File: config.mk
export PLATFORM = sky130hd
export DESIGN_NAME = stream_mux_rr
export DESIGN_NICKNAME = d
export VERILOG_FILES = /design/src/rtl/stream_mux_pkg.sv /design/src/rtl/stream_mux_rr_arbiter.sv /design/src/rtl/stream_mux_rr.sv
export SDC_FILE = /design/constraint.sdc
export NUM_CORES = 1
export LEC_CHECK = 0
export CAP_MARGIN = 0
export CORE_MARGIN = 2
export CORE_UTILIZATION = 30
export CTS_CLUSTER_DIAMETER = 50
export DETAILED_ROUTE_END_ITERATION = 16
export DONT_BUFFER_PORTS = 1
export PLACE_DENSITY = 0.41
export SYNTH_ARGS = -nofsm -noshare
export SYNTH_HDL_FRONTEND = slang
export SYNTH_SLANG_ARGS = --single-unit
File: constraint.sdc
create_clock -name clk -period 7.95 [get_ports clk]
set_input_delay 1.1925 -clock clk [delete_from_list [all_inputs] [get_ports clk]]
set_output_delay 1.1925 -clock clk [all_outputs]
set_load 0.02 [all_outputs]
File: src/rtl/stream_mux_pkg.sv
// Shared definitions for the stream multiplexer and its round-robin arbiter.
//   N_IN_MAX   : largest supported number of input channels
//   idx_t      : channel index type wide enough for any N_IN up to N_IN_MAX
//   clog2_min1 : ceil(log2(n)) but never less than 1, so a single-channel
//                instance still gets a 1-bit index bus
package stream_mux_pkg;

  localparam int N_IN_MAX = 16;

  typedef logic [$clog2(N_IN_MAX)-1:0] idx_t;

  function automatic int clog2_min1(input int n);
    int r;
    r = $clog2(n);
    return (r < 1) ? 1 : r;
  endfunction

endpackage

File: src/rtl/stream_mux_rr_arbiter.sv
// rr_arbiter: combinational round-robin grant among N_IN requesters.
//   req_i        : request vector, one bit per channel
//   last_i       : index of the most recently served channel
//   advance_i    : high when the current grant actually transfers
//   grant_o      : one-hot grant (zero when nothing requests)
//   idx_o        : encoded index of grant_o
//   last_next_o  : pointer value to store for the next cycle
// The pointer register itself lives in the instantiating block so that it
// can be shared with other grant sources (e.g. a fixed-select path).
module rr_arbiter
  import stream_mux_pkg::*;
#(
  parameter int N_IN  = 4,
  parameter int SEL_W = clog2_min1(N_IN)
) (
  input  logic [N_IN-1:0]  req_i,
  input  logic [SEL_W-1:0] last_i,
  input  logic             advance_i,
  output logic [N_IN-1:0]  grant_o,
  output logic [SEL_W-1:0] idx_o,
  output logic [SEL_W-1:0] last_next_o
);

  // One extra bit so last+k (at most 2*N_IN-1) never overflows before the
  // modulo-N_IN correction.
  logic [SEL_W:0] cand;

  // Scan from the farthest candidate back to the nearest; the last hit
  // written wins, which is the first requester after last_i.
  always_comb begin
    grant_o = '0;
    idx_o   = '0;
    cand    = '0;
    for (int k = N_IN; k >= 1; k--) begin
      cand = {1'b0, last_i} + (SEL_W+1)'(k);
      if (cand >= (SEL_W+1)'(N_IN)) begin
        cand = cand - (SEL_W+1)'(N_IN);
      end
      if (req_i[cand[SEL_W-1:0]]) begin
        grant_o                    = '0;
        grant_o[cand[SEL_W-1:0]]   = 1'b1;
        idx_o                      = cand[SEL_W-1:0];
      end
    end
  end

  assign last_next_o = advance_i ? idx_o : last_i;

endmodule

File: src/rtl/stream_mux_rr.sv
// stream_mux_rr: N_IN-input, WIDTH-bit valid/ready stream multiplexer with a
// single registered output stage.
//   clk, rst_n   : clock (rising edge), asynchronous active-low reset
//   rr_en_i      : 1 = round-robin among requesters, 0 = use sel_i
//   sel_i        : fixed-mode channel; values >= N_IN grant nothing
//   in_valid_i   : per-channel beat available
//   in_ready_o   : per-channel accept (combinational, at most one bit)
//   in_data_i    : channel i at [i*WIDTH +: WIDTH]
//   out_valid_o  : output register holds a beat
//   out_ready_i  : consumer accepts the beat
//   out_data_o   : registered data
//   out_idx_o    : source channel of out_data_o
module stream_mux_rr
  import stream_mux_pkg::*;
#(
  parameter  int N_IN  = 4,
  parameter  int WIDTH = 8,
  localparam int SEL_W = clog2_min1(N_IN)
) (
  input  logic                  clk,
  input  logic                  rst_n,
  input  logic                  rr_en_i,
  input  logic [SEL_W-1:0]      sel_i,
  input  logic [N_IN-1:0]       in_valid_i,
  output logic [N_IN-1:0]       in_ready_o,
  input  logic [N_IN*WIDTH-1:0] in_data_i,
  output logic                  out_valid_o,
  input  logic                  out_ready_i,
  output logic [WIDTH-1:0]      out_data_o,
  output logic [SEL_W-1:0]      out_idx_o
);

  logic [N_IN-1:0]  fixed_grant;
  logic [N_IN-1:0]  rr_grant;
  logic [SEL_W-1:0] rr_idx;
  logic [N_IN-1:0]  grant;
  logic             can_load;
  logic             xfer;
  logic [SEL_W-1:0] xfer_idx;
  logic [WIDTH-1:0] xfer_data;

  logic [SEL_W-1:0] last_q, last_d;
  logic             out_valid_q, out_valid_d;
  logic [WIDTH-1:0] out_data_q, out_data_d;
  logic [SEL_W-1:0] out_idx_q, out_idx_d;

  // Equality against each legal index means an out-of-range select simply
  // matches no channel.
  for (genvar gi = 0; gi < N_IN; gi++) begin : g_fixed
    assign fixed_grant[gi] = in_valid_i[gi] && (sel_i == SEL_W'(gi));
  end

  rr_arbiter #(
    .N_IN  (N_IN),
    .SEL_W (SEL_W)
  ) u_arb (
    .req_i       (in_valid_i),
    .last_i      (last_q),
    .advance_i   (rr_en_i && xfer),
    .grant_o     (rr_grant),
    .idx_o       (rr_idx),
    .last_next_o (last_d)
  );

  assign grant    = rr_en_i ? rr_grant : fixed_grant;
  assign can_load = !out_valid_q || out_ready_i;
  // Held at zero while reset is asserted so no producer sees a phantom accept.
  assign in_ready_o = (rst_n && can_load) ? grant : '0;
  assign xfer       = |in_ready_o;

  // grant is one-hot, so this loop is a plain encoder plus data select.
  always_comb begin
    xfer_idx  = '0;
    xfer_data = '0;
    for (int i = 0; i < N_IN; i++) begin
      if (grant[i]) begin
        xfer_idx  = SEL_W'(i);
        xfer_data = in_data_i[i*WIDTH +: WIDTH];
      end
    end
  end

  always_comb begin
    out_valid_d = out_valid_q;
    out_data_d  = out_data_q;
    out_idx_d   = out_idx_q;
    if (xfer) begin
      out_valid_d = 1'b1;
      out_data_d  = xfer_data;
      out_idx_d   = xfer_idx;
    end else if (out_ready_i) begin
      out_valid_d = 1'b0;
    end
  end

  // last_q resets to N_IN-1 so channel 0 is first in line after reset.
  always_ff @(posedge clk or negedge rst_n) begin
    if (!rst_n) begin
      last_q      <= SEL_W'(N_IN - 1);
      out_valid_q <= 1'b0;
      out_data_q  <= '0;
      out_idx_q   <= '0;
    end else begin
      last_q      <= last_d;
      out_valid_q <= out_valid_d;
      out_data_q  <= out_data_d;
      out_idx_q   <= out_idx_d;
    end
  end

  assign out_valid_o = out_valid_q;
  assign out_data_o  = out_data_q;
  assign out_idx_o   = out_idx_q;

endmodule

[Yosys cells after proc, flatten, opt, wreduce, memory -nomap -nowiden]
Index checks and enable logic that the tools add are counted.
Storage, ports and cells
  bits in registers: 13
  bits of input ports: 42
  output and inout port bits: 15
  word-level logic and storage cells: 81
Cells by class
  add/sub/neg operators: 8
  magnitude comparators: 12
  equal/unequal tests: 3
  mux-type cells: 39
  reduce and logical (&&, ||, !) cells: 15
Operators with widths (number)
  $mux 8: 4
  $mux 4: 6
  $mux 2: 10
  $ge 3x3->1 const B: 4
  $lt 2x3->1 const B: 4
  $mux 1: 11
  $logic_and 1x1->1: 10
  $bmux 1 s2: 4
  $demux 1 s2: 4
  $ge 2x1->1 const B: 4
  $sub 2x1->2 const B: 4
  $add 2x2->3 const B: 2
  $eq 2x2->1 const B: 2
  $reduce_or 4->1: 1
  $add 2x1->3 const B: 1
  $add 2x3->3 const B: 1
  $eq 2x1->1 const B: 1
  $logic_not 2->1: 1
  $reduce_bool 2->1: 1
  $logic_not 1->1: 1
  $logic_or 1x1->1: 1

[Depth between registers and ports, before layout]
Gate-level depths: netlist (run 1).
  depth after elaboration: 16
  depth in mapped cells: 14

[Cells and area by module]
Synthesis (run 1) repeated with hierarchy kept, for this count alone.
Second synthesis, totals
  cell total of the unflattened synthesis: 140
  area total of the unflattened synthesis: 1241.2 sq um
By module, submodules not included
  stream_mux_rr: instances 1, cells each 88, area each 808.3 sq um
  rr_arbiter: instances 1, cells each 52, area each 432.9 sq um

[Worst setup path before layout (run 1)]
No wires, ideal clock.
  kind: register to output
  start: reg last_q[0]
  end: out in_ready_o[3]
  arrival: 2.930 ns
  required time: 6.758 ns
  setup slack: 3.828 ns
  stages on the path, launching flop included: 12
  buffers on the path: 4
  cells stage by stage: dfstp_2 buf_6 buf_2 inv_1 ha_1 buf_6 mux4_2 and4bb_1 a211oi_2 o21a_1 buf_4 nor2_1
Between the ends
  longest elaborated chain between the ends: 13
  elaborated cells between the ends (all ways): 50
  those cells by class: 8 x add/sub; 12 x order compare; 26 x mux; 4 x reduce/logical
RTL lines
  from (decl): RTL line stream_mux_rr.sv:42  | logic [SEL_W-1:0] last_q, last_d;
  from (signal assigned): RTL line stream_mux_rr.sv:99  | last_q <= SEL_W'(N_IN - 1);
  from (signal assigned): RTL line stream_mux_rr.sv:104  | last_q <= last_d;
  $add 2x3->3: RTL line stream_mux_rr_arbiter.sv:35  | cand = {1'b0, last_i} + (SEL_W+1)'(k);
  $ge 3x3->1 / $sub 2x1->2 (equally long branches): RTL line stream_mux_rr_arbiter.sv:36, stream_mux_rr_arbiter.sv:37
  $mux 2: RTL line stream_mux_rr_arbiter.sv:36  | if (cand >= (SEL_W+1)'(N_IN)) begin
  $lt 2x3->1 (not written as such) / $ge 2x1->1 (equally long branches): RTL line stream_mux_rr_arbiter.sv:41  | grant_o[cand[SEL_W-1:0]] = 1'b1;
  $logic_and 1x1->1 (not written as such): RTL line stream_mux_rr_arbiter.sv:41
  $mux 1 (not written as such): RTL line stream_mux_rr_arbiter.sv:41
  $demux 1 s2
  $mux 4 (3 in a row): RTL line stream_mux_rr_arbiter.sv:39  | if (req_i[cand[SEL_W-1:0]]) begin
  $mux 4 *: RTL line stream_mux_rr_arbiter.sv:39
  $mux 4 *: RTL line stream_mux_rr.sv:65  | assign grant = rr_en_i ? rr_grant : fixed_grant;
  $mux 4 *: RTL line stream_mux_rr.sv:68  | assign in_ready_o = (rst_n && can_load) ? grant : '0;
  to (decl): RTL line stream_mux_rr.sv:25  | output logic [N_IN-1:0] in_ready_o,
Every way passes the cells marked *; elsewhere a longest branch is shown, timed or not. The select of a mux whose other input is x is not followed.

[Worst setup path after layout (run 1)]
Ends and elaborated chain as after synthesis.

==> results of run 1 <==
[per-layer routing]
metal / vias up / track usage / share of wire
met4: 0 / 0.0164 / 0.0029
met3: 2 / 0.0379 / 0.053
li1: 641 / - / -
met1: 656 / 0.188 / 0.42
met2: 36 / 0.258 / 0.52
met5: - / 0 / 0
[Yosys cell counts, types with 2 or more instances]
library cell / count
clkbuf_1: 2
mux4_2: 4
a31oi_1: 10
a221oi_1: 9
or2_1: 4
o21ai_0: 3
ha_1: 7
o21a_1: 4
a211oi_2: 2
inv_1: 5
nand2b_1: 5
buf_6: 6
and2_1: 3
a21oi_1: 2
mux2i_1: 5
mux2_2: 3
buf_2: 6
nand2_1: 13
dfrtp_1: 11
dfstp_2: 2
nand3_1: 10
or2_0: 4
a221o_1: 3
and4bb_1: 3
nor2_1: 19
o22ai_1: 4
nor2b_1: 5
a211o_1: 2
[layout by cell type, fill, tap and decap left out, types with 5 or more instances in the layout]
cell type  count
a31oi_1       10
mux2i_1        5
a221oi_1       9
ha_1           7
nand2_1       13
nor2b_1        5
nand2b_1       5
dfrtp_1       11
inv_1          5
nand3_1       10
nor2_1        19
[cell type report]
cell class	count	area (um2)
Sequential cell	13	328
Clock buffer	4	45.0
Inverter	5	18.8
Fill cell	574	3500
Multi-Input combinational cell	142	1100
Tap cell	70	87.6
[sequential cells by signal, summed over array words and instances (netlist names)]
signal       count
out_data_o       8
last_q           2
out_idx_o        2
out_valid_o      1
[per-stage QoR]
step | hold slack (ps) | worst slack, ps
finish | 638 | 3140
global route | 621 | 2850
CTS | 633 | 3090
detailed placement | 647 | 3350
global placement | 636 | 3430
floorplan | 607 | 3830
[final timing paths]
kind / start / end / depth (start not counted)
setup / recovery: last_q[0]$_DFFE_PN1P_ / in_ready_o[3] / 7
hold / removal: rst_n / out_data_o[5]$_DFFE_PN0P_ / 0
setup reg to reg: last_q[0]$_DFFE_PN1P_ / out_idx_o[1]$_DFFE_PN0P_ / 9
hold reg to reg: out_idx_o[1]$_DFFE_PN0P_ / out_idx_o[1]$_DFFE_PN0P_ / 1
max in group asynchronous: rst_n / last_q[0]$_DFFE_PN1P_ / 0
min in group clk: out_idx_o[1]$_DFFE_PN0P_ / out_idx_o[1]$_DFFE_PN0P_ / 1
[worst register-to-register path, stage by stage (launching register included)]
cell	delay [ps]
dfstp_2	840
inv_1	220
ha_1	560
mux4_2	600
and4bb_1	310
a211oi_2	70
o21a_1	380
and3_1	360
a21o_1	230
a211o_1	280
[where the power goes]
part	internal (mW)	leakage (nW)	total [mW]	switching [mW]
registers	0.107	0.148	0.198	0.0904
clock network	0.0354	0.0228	0.0592	0.0238
logic	0.200	0.386	0.464	0.265
[cell families (layout without fill, tap and decap cells)]
family	after synthesis	in the layout	synth area share
AO/OA/AOI/OAI	50	50	0.279
XOR/XNOR	1	1	0.00562
adder cells (fa/ha/maj)	7	7	0.0562
buffers and inverters	20	9	0.0843
flip-flops	13	13	0.210
multiplexers	13	13	0.120
AND/OR/NAND/NOR	71	71	0.244
==> qor.yml, run 1 <==
status:
  status: "finished, final reports clean"
setup_path:
  crit_path_max_incr_delay_ps: 840
  cp_top_family: "flip-flops"
  cp_cell_sequence: "inv_1, ha_1, mux4_2, and4bb_1, a211oi_2, o21a_1, nor2_1"
  cp-end-kind: "primary output"
  crit_type: "register to primary output"
  cp-start-kind: "register"
  required_ps: 6760
  reg2reg_slack_ps: 4000
  slowest_stage: "dfstp_2"
  path_buf_inv: 1
  arrival_ps: 3620
  worst-path-max-fanout: 28
clock_tree:
  holdBufCountCts: 0
  cts_root_buf: "clkbuf_8"
  cts_max_level: 1
  clk_pin_slew_ps: 60
  cts_made_buffers: 3
  max-clock-path-buffers: 2
  clock-sinks: 13
  ctsResizeCount: 0
  post_cts_buffers: 0
  clk_latency_ps: 240
  cts_tree: "done"
routing:
  drt_first_iter_violations: 64
  drtAntennaViolNets: 0
  vias_per_cell: 5.71
  wirelength_mm: 4.19
  avgRoutedWirePerCell_um: 17.9
  firstDrtPassIters: 4
  num_vias: 1335
  drc_errors: 0
sta:
  relSlewSlack: 0.610
  fmax_mhz: 208
  fin_setup_tns_ps: 0
  tightest_slew_ps: 583
  drv_slew: 0
  rsz0062_at_grt: "no"
  skew_ps: 6.00
  fin_crit_ps: 4810
  final-setup-viol-count: 0
  finalCritPeriodShare: 0.605
  hold_viol: 0
synthesis:
  syn_inst: 175
  synth_warnings: 0
  synth_cell_type_count: 47
  synth-edff-count: 0
  synth.net_count: 224
  ys_seq_elements: 13
  synthTopCellsByArea: "dfrtp_1 18%, mux4_2 5.8%, ha_1 5.6%"
  seq_area_frac_synth: 0.210
  yosysTopAreaCellShare: 0.177
  async_flop_share: 1.00
  synth_top_cell_by_area: "dfrtp_1"
  avgSynthCellArea_um2: 8.91
  synthesis.area_um2: 1560
  synth_flop_cell: "dfrtp_1"
grt:
  grt_start_max_net_pins: 29
  grt_pass1_wl_mm: 6.96
  track_usage: 0.147
  gr-total-overflow: 0
  grt_pass1_vias: 1398
  antenna_found_initial: 0
placement:
  port_buffers: 0
  finalWeightedCongestion: 0.878
  dp.cells: 230
  dp.final_hpwl_mm: 3.21
  dpl_cell_area_um2: 1530
pwr:
  power.total_uw: 721
  powerDensity_nw_per_um2: 457
  cellLeakagePower_nw: 0.557
  max-vdd-ir-drop_v: 0.000178
final_layout:
  final_layout_size_suffix_gt1_frac: 0.128
  area_delta_synth_final_pct: 1.28
  final_util: 0.311
  fin_nets: 214
  instances_no_fill: 234
  diodes: 0
  design_area_um2: 1580
floorplan:
  io-pin-count: 57
  rows: 26
  die_w_um: 76.1
  die_h_um: 76.1
  coreArea_um2: 5070
  start_util: 0.307
  die_area_um2: 5790
min_path:
  hold_path.class: "input port to asynchronous set/reset pin"
run:
  cap_violations: 0
No activity file was read; power rests on OpenSTA's default activity.
==> inputs of run 2 (changes only) <==
Settings changed: PLACE_DENSITY 0.41 to 0.42.
Clock period 7.95 ns to 3.91 ns, I/O delays scaled along.
==> run 2 against run 1 <==
  * Sequential cell count unchanged
  * Die area is the same
  * Via count up 4.0%
  * Worst setup slack lost 2800 ps
  * Sequential power up 70%
  * Routed wire length rose by 1.1%
  * Utilization is 0.44 points higher
  * Cell count up 1.3%
  * Critical path depth did not move
  * Register-to-register slack got worse by 3500 ps
  * Combinational power increased by 130%
  * Critical path type unchanged
  * Largest power group unchanged
  * Highest routed layer unchanged
==> qor.yml, run 2 (synthesized netlist as in run 1, its figures left out) <==
status:
  status: "finished, final reports clean"
final_layout:
  diodes: 0
  layout_common_cells: "19 x nor2_1, 13 x nand2_1, 11 x dfrtp_1, 10 x nand3_1, 10 x a31oi_1"
  instances_no_fill: 237
  final_common_cell: "nor2_1"
  final_util: 0.316
  fin_nets: 217
  area_delta_synth_final_pct: 2.73
  largest_reg_flops: 8
  final_layout_size_suffix_gt1_frac: 0.144
sta:
  layout_setup_ws_ps: 379
  tightest_slew_ps: 601
  rsz0062_at_grt: "no"
  hold_viol: 0
  finalCritPeriodShare: 0.903
  skew_ps: 6.99
  final-setup-viol-count: 0
  fin_setup_tns_ps: 0
  fin_crit_ps: 3530
  drv_slew: 0
  relSlewSlack: 0.597
  fmax_mhz: 283
setup_path:
  startpoint: "last_q[0]$_DFFE_PN1P_"
  reg2reg_slack_ps: 540
  r2r_cells: 8
  cp-end-kind: "primary output"
  slowest_stage: "mux4_2"
  cp-start-kind: "register"
  arrival_ps: 2940
  required_ps: 3320
  crit_type: "register to primary output"
  cp_cell_sequence: "inv_1, ha_1, mux4_2, and4bb_1, a211oi_2, o21a_1, nor2_1"
  crit_end: "in_ready_o[3]"
  crit_path_max_incr_delay_ps: 570
  worst-path-max-fanout: 11
  r2r-end: "out_data_o[6]$_DFFE_PN0P_"
  rr_startpoint: "last_q[0]$_DFFE_PN1P_"
grt:
  gr-total-overflow: 0
  grt_pass1_vias: 1461
  antenna_found_initial: 0
  track_usage: 0.143
  grt_pass1_wl_mm: 6.94
  grt_start_max_net_pins: 28
routing:
  num_vias: 1389
  drc_errors: 0
  vias_per_cell: 5.86
  drtAntennaViolNets: 0
  drt_first_iter_violations: 64
  firstDrtPassIters: 4
  wirelength_mm: 4.24
  avgRoutedWirePerCell_um: 17.9
placement:
  finalWeightedCongestion: 0.883
  port_buffers: 0
  dpl_worst_slack_ps: 541
  dp.cells: 233
  dp.final_hpwl_mm: 3.15
floorplan:
  io-pin-count: 57
  die_w_um: 76.1
  start_util: 0.307
  die_h_um: 76.1
  die_area_um2: 5790
  coreArea_um2: 5070
  rows: 26
pwr:
  power.total_mw: 1.50
  max-vdd-ir-drop_v: 0.000295
  cellLeakagePower_nw: 0.571
  powerDensity_nw_per_um2: 939
min_path:
  hold_path.class: "input port to asynchronous set/reset pin"
clock_tree:
  post_cts_buffers: 0
  max-clock-path-buffers: 2
  cts_tree: "done"
  ctsResizeCount: 0
  holdBufCountCts: 0
  clk_pin_slew_ps: 60
  clk_latency_ps: 240
  cts_made_buffers: 3
  cts_root_buf: "clkbuf_8"
  cts_max_level: 1
  clock-sinks: 13
run:
  cap_violations: 0
## run 2: changes by cell type in the layout (fill, tap and decap cells not counted)
cell,previous run,this run
buf_4,0,3
## run 2: cell type report
type	count	area (um2)
Sequential cell	13	328
Multi-Input combinational cell	142	1100
Timing Repair Buffer	3	22.5
Tap cell	70	87.6
Clock buffer	4	45.0
Fill cell	549	3470
Inverter	5	18.8
## run 2: worst min-delay path by stage
stage                     startpoint                         to
after floorplan                rst_n  out_data_o[0]$_DFFE_PN0P_
after global placement         rst_n  out_data_o[6]$_DFFE_PN0P_
after detailed placement       rst_n  out_data_o[6]$_DFFE_PN0P_
after CTS                      rst_n  out_data_o[5]$_DFFE_PN0P_
after global routing           rst_n  out_data_o[0]$_DFFE_PN0P_
final                          rst_n  out_data_o[0]$_DFFE_PN0P_
## run 2: layer usage
layer,part of all wire,GRT usage,vias to the layer above
met5,0,0,-
li1,-,-,651
met3,0.069,0.0379,8
met2,0.48,0.246,54
met1,0.43,0.179,676
met4,0.022,0.0382,0
## run 2: worst max-delay path, delay by kind of cell (launching register included)
| family | cells | cell delay, ps |
|---|---|---|
| and+or+nand+nor | 2 | 720 |
| muxes | 1 | 570 |
| DFF | 1 | 530 |
| AOI/OAI and AO/OA | 2 | 450 |
| adders and majority gates | 1 | 360 |
| buffers and inverters | 1 | 90 |
## run 2: through the flow
stage	hold WS, ps	instance area [um2]
floorplan	291	1560
detailed placement	291	1560
CTS	33.2	1600
finish	38.5	1600
global route	22.0	1600
global placement	291	1560
## run 2: power by group
group | internal [mW] | total (mW) | switching, mW | leakage (nW)
combinational | 0.430 | 1.05 | 0.621 | 0.400
clock | 0.0717 | 0.116 | 0.0445 | 0.0228
sequential | 0.216 | 0.337 | 0.121 | 0.148
total | 0.717 | 1.50 | 0.787 | 0.571
==> inputs of run 3 (changes only) <==
Settings changed: TNS_END_PERCENT set to 5.
==> results of run 3 <==
No change in the layout: final DEF, timing and power equal those of run 2.
